--- config.mk ---
export PLATFORM = sky130hd
export DESIGN_NAME = gate_bist_sequencer
export DESIGN_NICKNAME = d
export VERILOG_FILES = /design/src/rtl/gate_bist_pkg.sv /design/src/rtl/gate_bist_ref.sv /design/src/rtl/gate_bist_sequencer.sv
export SDC_FILE = /design/constraint.sdc
export NUM_CORES = 1
export LEC_CHECK = 0
export CAP_MARGIN = 10
export CORE_UTILIZATION = 35
export CTS_BUF_LIST = sky130_fd_sc_hd__clkbuf_8
export DETAILED_ROUTE_END_ITERATION = 6
export GPL_ROUTABILITY_DRIVEN = 0
export GPL_TIMING_DRIVEN = 0
export SYNTH_ARGS = -nofsm -noshare
export SYNTH_HDL_FRONTEND = slang
export SYNTH_SLANG_ARGS = --single-unit
--- constraint.sdc ---
create_clock -name clk -period 4.43 [get_ports clk]
set_clock_uncertainty 0.15 [all_clocks]
set_input_delay 0.886 -clock clk [delete_from_list [all_inputs] [get_ports clk]]
set_output_delay 0.886 -clock clk [all_outputs]
set_load 0.01 [all_outputs]
--- src/rtl/gate_bist_pkg.sv ---
// rtl/gate_bist_pkg.sv - shared types and constants for the gate-bank BIST sequencer
package gate_bist_pkg;

  typedef enum logic [1:0] {
    IDLE   = 2'd0,
    SETTLE = 2'd1,
    CHECK  = 2'd2,
    DONE   = 2'd3
  } state_e;

  localparam int NUM_GATES = 6;
  localparam int GATE_OR   = 0;
  localparam int GATE_NOT  = 1;
  localparam int GATE_NAND = 2;
  localparam int GATE_NOR  = 3;
  localparam int GATE_XNOR = 4;
  localparam int GATE_XOR  = 5;

  // Gray walk of {a,b}: entry 0 in the low bits -> 00, 10, 11, 01
  localparam logic [7:0] VEC_TABLE = 8'b01_11_10_00;

  function automatic logic [1:0] vec_ab(input logic [1:0] idx);
    return VEC_TABLE[{idx, 1'b0} +: 2];
  endfunction

  function automatic logic [2:0] popcount6(input logic [NUM_GATES-1:0] v);
    logic [2:0] n;
    n = '0;
    for (int i = 0; i < NUM_GATES; i++) n = n + {2'b00, v[i]};
    return n;
  endfunction

endpackage

--- src/rtl/gate_bist_ref.sv ---
// rtl/gate_bist_ref.sv - combinational reference model of the six-gate bank
module gate_bist_ref
  import gate_bist_pkg::*;
(
  input  logic                 a,
  input  logic                 b,
  output logic [NUM_GATES-1:0] expected
);

  always_comb begin
    expected            = '0;
    expected[GATE_OR]   = a | b;
    expected[GATE_NOT]  = ~a;
    expected[GATE_NAND] = ~(a & b);
    expected[GATE_NOR]  = ~(a | b);
    expected[GATE_XNOR] = ~(a ^ b);
    expected[GATE_XOR]  = a ^ b;
  end

endmodule

--- src/rtl/gate_bist_sequencer.sv ---
// rtl/gate_bist_sequencer.sv - BIST sequencer walking a/b through the gate bank and scoring outputs
// Optional first-failure capture ports enabled by GATE_BIST_FIRST_FAIL_EN.
module gate_bist_sequencer
  import gate_bist_pkg::*;
#(
  parameter int SETTLE_CYCLES = 2,
  parameter int LOOPS         = 1,
  parameter int CNT_W         = 8
) (
  input  logic                 clk,
  input  logic                 rst_n,
  input  logic                 start,
  input  logic                 abort,
  input  logic [NUM_GATES-1:0] gate_out,
  output logic                 a,
  output logic                 b,
  output logic                 busy,
  output logic                 done,
  output logic                 pass,
  output logic [CNT_W-1:0]     err_count,
`ifdef GATE_BIST_FIRST_FAIL_EN
  output logic [1:0]           first_fail_vec,
  output logic [7:0]           first_fail_loop,
  output logic                 first_fail_valid,
`endif
  output logic [NUM_GATES-1:0] fail_mask
);

  localparam logic [CNT_W-1:0] ERR_MAX = {CNT_W{1'b1}};

  state_e               state_q, state_d;
  logic                 a_q, a_d, b_q, b_d, pass_q, pass_d;
  logic [3:0]           cnt_q, cnt_d;
  logic [1:0]           vec_q, vec_d;
  logic [7:0]           loop_q, loop_d;
  logic [CNT_W-1:0]     err_q, err_d;
  logic [NUM_GATES-1:0] mask_q, mask_d;
  logic [NUM_GATES-1:0] expected, mismatch;
  logic [CNT_W+2:0]     err_sum;
  logic                 last_vec, start_ok;
`ifdef GATE_BIST_FIRST_FAIL_EN
  logic [1:0]           ffv_q, ffv_d;
  logic [7:0]           ffl_q, ffl_d;
  logic                 ffok_q, ffok_d;
`endif

  gate_bist_ref u_ref (
    .a        (a_q),
    .b        (b_q),
    .expected (expected)
  );

  // Case-equality so an X/Z from the bank scores as a mismatch
  always_comb begin
    mismatch = '0;
    for (int i = 0; i < NUM_GATES; i++) mismatch[i] = (gate_out[i] === expected[i]) ? 1'b0 : 1'b1;
  end

  assign err_sum  = (CNT_W+3)'(err_q) + (CNT_W+3)'(popcount6(mismatch));
  assign last_vec = (vec_q == 2'd3) && (loop_q == 8'(LOOPS - 1));
  assign start_ok = start && !abort;

  always_ff @(posedge clk or negedge rst_n) begin
    if (!rst_n) begin
      state_q <= IDLE;
      a_q     <= 1'b0;
      b_q     <= 1'b0;
      pass_q  <= 1'b0;
      cnt_q   <= '0;
      vec_q   <= '0;
      loop_q  <= '0;
      err_q   <= '0;
      mask_q  <= '0;
`ifdef GATE_BIST_FIRST_FAIL_EN
      ffv_q   <= '0;
      ffl_q   <= '0;
      ffok_q  <= 1'b0;
`endif
    end else begin
      state_q <= state_d;
      a_q     <= a_d;
      b_q     <= b_d;
      pass_q  <= pass_d;
      cnt_q   <= cnt_d;
      vec_q   <= vec_d;
      loop_q  <= loop_d;
      err_q   <= err_d;
      mask_q  <= mask_d;
`ifdef GATE_BIST_FIRST_FAIL_EN
      ffv_q   <= ffv_d;
      ffl_q   <= ffl_d;
      ffok_q  <= ffok_d;
`endif
    end
  end

  always_comb begin
    state_d = state_q;
    case (state_q)
      IDLE:    if (start_ok) state_d = SETTLE;
      SETTLE:  if (abort) state_d = IDLE; else if (cnt_q == 4'd1) state_d = CHECK;
      CHECK:   if (abort) state_d = IDLE; else state_d = last_vec ? DONE : SETTLE;
      DONE:    state_d = IDLE;
      default: state_d = IDLE;
    endcase
  end

  always_comb begin
    a_d    = a_q;
    b_d    = b_q;
    pass_d = pass_q;
    cnt_d  = cnt_q;
    vec_d  = vec_q;
    loop_d = loop_q;
    err_d  = err_q;
    mask_d = mask_q;
`ifdef GATE_BIST_FIRST_FAIL_EN
    ffv_d  = ffv_q;
    ffl_d  = ffl_q;
    ffok_d = ffok_q;
`endif
    if (state_q != IDLE && abort) begin
      a_d    = 1'b0;
      b_d    = 1'b0;
      pass_d = 1'b0;
    end else begin
      case (state_q)
        IDLE: begin
          a_d = 1'b0;
          b_d = 1'b0;
          if (start_ok) begin
            {a_d, b_d} = vec_ab(2'd0);
            cnt_d  = 4'(SETTLE_CYCLES);
            vec_d  = '0;
            loop_d = '0;
            err_d  = '0;
            mask_d = '0;
            pass_d = 1'b0;
`ifdef GATE_BIST_FIRST_FAIL_EN
            ffv_d  = '0;
            ffl_d  = '0;
            ffok_d = 1'b0;
`endif
          end
        end
        SETTLE: cnt_d = cnt_q - 4'd1;
        CHECK: begin
          mask_d = mask_q | mismatch;
          err_d  = (err_sum > (CNT_W+3)'(ERR_MAX)) ? ERR_MAX : err_sum[CNT_W-1:0];
`ifdef GATE_BIST_FIRST_FAIL_EN
          if (!ffok_q && mismatch != '0) begin
            ffv_d  = vec_q;
            ffl_d  = loop_q;
            ffok_d = 1'b1;
          end
`endif
          if (last_vec) begin
            a_d    = 1'b0;
            b_d    = 1'b0;
            pass_d = ((mask_q | mismatch) == '0);
          end else begin
            vec_d      = vec_q + 2'd1;
            loop_d     = (vec_q == 2'd3) ? loop_q + 8'd1 : loop_q;
            {a_d, b_d} = vec_ab(vec_q + 2'd1);
            cnt_d      = 4'(SETTLE_CYCLES);
          end
        end
        default: begin
          a_d = 1'b0;
          b_d = 1'b0;
        end
      endcase
    end
  end

  always_comb begin
    busy      = (state_q == SETTLE) || (state_q == CHECK);
    done      = (state_q == DONE);
    a         = a_q;
    b         = b_q;
    pass      = pass_q;
    err_count = err_q;
    fail_mask = mask_q;
`ifdef GATE_BIST_FIRST_FAIL_EN
    first_fail_vec   = ffv_q;
    first_fail_loop  = ffl_q;
    first_fail_valid = ffok_q;
`endif
  end

endmodule

==> results.ini, run 1 <==
[run_status]
outcome=finished clean

[timing]
fin_tns_setup_ns=0
worst_slew_pin_slew_ns=0.776
period_needed_ns=4.23
setup_viol=0
maxSlewViolCount=0
slew_headroom=0.482
hold_ws_ns=0.347
rsz0062_at_grt=no
period_share=0.955
worst_slack_ns=0.198
fmax_ghz=0.236
hold_viol=0

[grt]
grt_pass1_vias=1830
grt_usage=0.174
grt_max_degree=34
grt_pass1_wl_um=8820
antenna_found_initial=0
grt-ovfl-total=0

[clock_tree]
hold_buffers=0
clock-root-buffer=clkbuf_8
htreeDepth=2
cts_tree=built
cts_setup_buffers=0
clockBufferDepth=2
cts.sinks=33
cts-resized-gates=0
cts_made_buffers=5
insertion_delay_ns=0.29
clkTransAtPathRegs_ns=0.07

[setup_path]
worstSetupPathType=input port to flop
crit_arrival_ns=4.24
endpoint_kind=flop
start_kind=input port
critPathTopFamily=adder cells
cp_slowest_stage_delay_ns=0.53
path_common_cell=fa_1
worstPathCellList=clkdlybuf4s50_1 -> xnor2_1 -> fa_1 -> inv_1 -> fa_1 -> inv_1 -> fa_1 -> fa_1 -> a21oi_2 -> nor2_1 -> o31ai_1 -> a21oi_1
critPathBufInv=3
slowest_stage=fa_1
crit_required_ns=4.44
cp_max_fo=4

[floorplan]
core_um2=6310
io_pins=29
initial_core_util=0.361
die_w_um=82.7
row_count=29
die_y_um=82.7
dieArea_um2=6840

[synthesis]
synthesis.area_um2=2280
synth_cell_types=54
synth_ff_type=dfrtp_1
synth.largest_area_cell=dfrtp_1
syn-instance-count=244
yosys_warnings=0
synth-seq-cells=33
synth.top_cell.area_share=0.362
ys_top_cells_by_area=dfrtp_1 36%, ha_1 7.7%, o21ai_0 4.8%, a21oi_1 3.9%, nand2_1 3.9%
ys_seq_area_frac=0.362
avgSynthCellArea_um2=9.35
synthesis.nets=272
ys_async_sr_fraction=1.00
synth-edff-count=0

[layout]
final_util=0.439
fin_nets=307
final_cell_area_um2=2770
finalNonFillerCells=357
num-fill-cells=637
drive_gt1_frac=0.114
syn_to_final_growth_pct=21.6
diodes=0

[drt]
vias=1944
wl_um=5290
final_antenna_net_count=0
drtIter0Drc=107
wire_per_inst_um=14.8
viasPerCell=5.45
drc=0
dr.pass1.iters=4

[placed_design]
dp_cells=349
pre_cts_ws_ns=-0.155
io_buffer_count=28
placed_cell_area_um2=2650
dp_hpwl_um=3790

[power_and_ir_drop]
ir_drop_uv=218
power.total_mw=1.45
p_leak_nw=1.18
power_per_cell_area_nw_per_um2=521

[flow_run]
maxCapViolCount=0

[worst_hold_path]
hold_class=flop to flop

cells in the final DEF (no fill, tap or decap), types with 2 or more instances in the layout:
| master | n |
|---|---|
| buf_4 | 4 |
| a2111oi_2 | 2 |
| dfrtp_1 | 33 |
| a22o_1 | 4 |
| nor2_1 | 14 |
| nand2_1 | 24 |
| a211oi_1 | 2 |
| or3_1 | 5 |
| xor2_1 | 4 |
| a21oi_1 | 17 |
| mux2_1 | 2 |
| clkbuf_8 | 6 |
| o31ai_1 | 2 |
| nand4_1 | 4 |
| o21ai_0 | 22 |
| a211o_1 | 2 |
| nor2b_1 | 2 |
| buf_2 | 4 |
| a31oi_1 | 2 |
| clkdlybuf4s50_1 | 27 |
| nand3b_1 | 3 |
| ha_1 | 14 |
| nand3_1 | 5 |
| nor4_1 | 5 |
| or3b_2 | 3 |
| clkbuf_1 | 3 |
| nor3_1 | 4 |
| mux2i_1 | 3 |
| o22ai_1 | 2 |
| xnor2_1 | 4 |
| nand2b_1 | 4 |
| inv_1 | 14 |
| fa_1 | 4 |
| nor3b_1 | 2 |
| a21o_1 | 5 |
cell families after synthesis:
kind of cell | synth area share
fa+ha+maj | 0.112
buf+inv | 0.0477
mux | 0.0340
flops | 0.362
compound gates | 0.207
simple gates | 0.206
xor+xnor | 0.0307
power by group:
group / leakage [nW] / switching [mW] / internal, mW
clock: 0.0626 / 0.122 / 0.181
combinational: 0.666 / 0.386 / 0.329
sequential: 0.451 / 0.0660 / 0.361
registers in the layout, summed over array words and instances, names as in the netlist:
| register | flops |
|---|---|
| err_count | 8 |
| state_q | 2 |
| b | 1 |
| a | 1 |
| pass | 1 |
| fail_mask | 6 |
| cnt_q | 4 |
| loop_q | 8 |
| vec_q | 2 |
final timing paths:
check | slack [ns] | cells after the start | end | start
hold / removal | 0.35 | 1 | pass | pass
max in group asynchronous | 3.12 | 1 | loop_q[6] | rst_n
min in group asynchronous | 0.51 | 1 | err_count[3] | rst_n
hold reg to reg | 0.35 | 1 | pass | pass
setup / recovery | 0.20 | 12 | err_count[7] | gate_out[0]
setup reg to reg | 0.48 | 13 | err_count[7] | a
Yosys cell counts, types with 2 or more instances:
master,count
a21oi_1,18
xnor2_1,4
fa_1,4
nand3_1,5
o31ai_1,2
nor2_1,14
mux2_1,2
clkbuf_1,3
dfrtp_1,33
nor2b_1,2
nor4_1,5
nand3b_1,3
ha_1,14
o22ai_1,2
nand4_1,4
a211o_1,2
a22o_1,4
nor3_1,4
a2111oi_2,2
a211oi_1,2
buf_2,3
a31oi_1,2
nand2_1,24
buf_4,4
or3_1,5
a21o_1,5
o21ai_0,22
xor2_1,4
nor3b_1,2
mux2i_1,3
nand2b_1,4
or3b_2,3
inv_1,13
layout make-up:
cell class | instances | area [um2] | share of cell area
inverter | 13 | 48.8 | 0.0176
buffer | 11 | 60.1 | 0.0217
tap | 77 | 96.3 | 0.0347
multi-input combinational | 187 | 1350 | 0.487
sequential | 33 | 826 | 0.298
clock inverter | 2 | 33.8 | 0.0122
timing repair buffer | 28 | 275 | 0.0993
clock buffer | 6 | 82.6 | 0.0298
routing by layer:
metal  GRT usage  up-vias  wire length, um
li1            -      954                -
met1       0.241      933             2620
met2       0.265       47             2360
met3      0.0330       10              234
met4      0.0707        0               74
met5           0        -                0
Power figures use the tool's default switching activity.
==> run 2, diff against run 1 <==
--- a/config.mk
+++ b/config.mk
@@ -6,6 +6,7 @@
 export NUM_CORES = 1
 export LEC_CHECK = 0
 export CAP_MARGIN = 10
+export CORE_MARGIN = 2
 export CORE_UTILIZATION = 35
 export CTS_BUF_LIST = sky130_fd_sc_hd__clkbuf_8
 export DETAILED_ROUTE_END_ITERATION = 6
==> results.ini, run 2 (synthesis gave the netlist of run 1 again) <==
[run_status]
outcome=finished clean

[setup_path]
endpoint_kind=flop
cp_slowest_stage_delay_ns=0.54  ; about the same
worstPathCellList=clkdlybuf4s50_1 -> xnor2_1 -> fa_1 -> inv_1 -> fa_1 -> inv_1 -> fa_1 -> fa_1 -> a21oi_2 -> nor2_1 -> o31ai_1 -> a21oi_1
start_kind=input port
path_common_cell=fa_1
r2r_slack_ns=0.44  ; -0.04 ns
slowest_stage=fa_1
cp_max_fo=4  ; unchanged
worstSetupPathType=input port to flop
crit_arrival_ns=4.29  ; +0.05 ns
crit_required_ns=4.43  ; about the same

[grt]
grt_pass1_wl_um=8940  ; +1.3%
grt_usage=0.153  ; -0.0206
grt_max_degree=34  ; unchanged
antenna_found_initial=0  ; unchanged
grt-ovfl-total=0  ; unchanged
grt_pass1_vias=1879  ; +2.7%

[timing]
setup_viol=0  ; unchanged
period_share=0.968  ; +0.0130
slew_headroom=0.477  ; -0.00530
period_needed_ns=4.29  ; +0.0578 ns
worst_slew_pin_slew_ns=0.784  ; +0.00795 ns
maxSlewViolCount=0  ; unchanged
rsz0062_at_grt=no
fmax_ghz=0.233  ; -1.3%
hold_viol=0  ; unchanged
worst_slack_ns=0.140  ; -0.0578 ns
hold_ws_ns=0.348  ; +0.000924 ns

[drt]
drtIter0Drc=116  ; +8.4%
dr.pass1.iters=4  ; unchanged
wl_um=5200  ; -1.7%
drc=0  ; unchanged
viasPerCell=5.42  ; -0.46%
vias=1935  ; -0.46%
final_antenna_net_count=0  ; unchanged
wire_per_inst_um=14.6  ; -1.7%

[floorplan]
initial_core_util=0.361  ; unchanged
io_pins=29  ; unchanged
row_count=29  ; unchanged
dieArea_um2=7180  ; +4.9%
die_y_um=84.7  ; +2.4%
core_um2=6310  ; unchanged
die_w_um=84.7  ; +2.4%

[clock_tree]
cts.sinks=33  ; unchanged
clkTransAtPathRegs_ns=0.07  ; about the same
insertion_delay_ns=0.29  ; about the same
cts_made_buffers=5  ; unchanged
cts_tree=built
clock-root-buffer=clkbuf_8
htreeDepth=2  ; unchanged
clockBufferDepth=2  ; unchanged

[worst_hold_path]
hold_class=flop to flop

[power_and_ir_drop]
ir_drop_uv=202  ; -7.5%
power.total_mw=1.40  ; -3.2%
p_leak_nw=1.17  ; -0.71%
power_per_cell_area_nw_per_um2=507  ; -2.7%

[layout]
syn_to_final_growth_pct=20.9
layout_common_cells=33 x dfrtp_1, 27 x clkdlybuf4s50_1, 24 x nand2_1
drive_gt1_frac=0.118  ; +0.00357
final_common_cell=dfrtp_1
num-fill-cells=642  ; +0.78%
diodes=0  ; unchanged
finalNonFillerCells=357  ; unchanged
final_util=0.437  ; -0.00238
fin_nets=307  ; unchanged

[placed_design]
dp_cells=349  ; unchanged
io_buffer_count=28  ; unchanged
dp_hpwl_um=3790  ; about the same
pre_cts_ws_ns=-0.185  ; -0.0302 ns

[flow_run]
maxCapViolCount=0  ; unchanged

run 2: cell count changes in the layout (fill, tap and decap cells not counted):
cell,before,now
bufinv_16,1,0
clkbuf_8,6,7
clkinv_2,0,1
inv_1,14,13
run 2: layer usage:
metal  up-vias  wire, um  GRT usage
li1        953         -          -
met1       929      2550      0.218
met2        45      2330      0.236
met3         8       253     0.0315
met4         0        71     0.0462
met5         -         0          0
run 2: power by group:
group          switching, mW  leakage [nW]  internal [mW]  total [mW]
Sequential            0.0657         0.451          0.361       0.427
Clock                  0.115        0.0542          0.141       0.256
Combinational          0.386         0.666          0.331       0.717
Total                  0.567          1.17          0.832        1.40
run 2: final timing paths:
path	depth (start not counted)	to	start
max	12	err_count[7]	gate_out[0]
min	1	pass	pass
max reg2reg	13	err_count[7]	a
min reg2reg	1	pass	pass
max in group asynchronous	1	state_q[0]	rst_n
min in group asynchronous	1	err_count[4]	rst_n
run 2: through the flow:
stage	TNS [ns]	area [um2]
2_1_floorplan	0	2280
3_3_place_gp	-0.741	2660
3_5_place_dp	-0.953	2650
4_1_cts	0	2750
5_1_grt	0	2760
6_report	0	2760
run 2: cell type report:
type | count | area (um2) | share of cell area
Tap cell | 77 | 96.3 | 0.0349
Sequential cell | 33 | 826 | 0.299
Multi-Input combinational cell | 187 | 1350 | 0.490
Clock buffer | 7 | 96.3 | 0.0349
Inverter | 13 | 48.8 | 0.0177
Buffer | 11 | 60.1 | 0.0218
Timing Repair Buffer | 28 | 275 | 0.0998
Clock inverter | 1 | 5.00 | 0.00181
run 2: critical path, delay by kind of cell:
kind            cells  cell delay [ns]
buf+inv             3             0.56
simple gates        1             0.09
fa+ha+maj           4             1.98
xor+xnor            1             0.19
compound gates      3             0.56
run 2: repair_timing:
action                                  in CTS  in global routing
endpoints found under the setup margin       0                  2
hold buffers                                 0                  0
buffers inserted                             0                  0
gates resized for setup                      0                  1
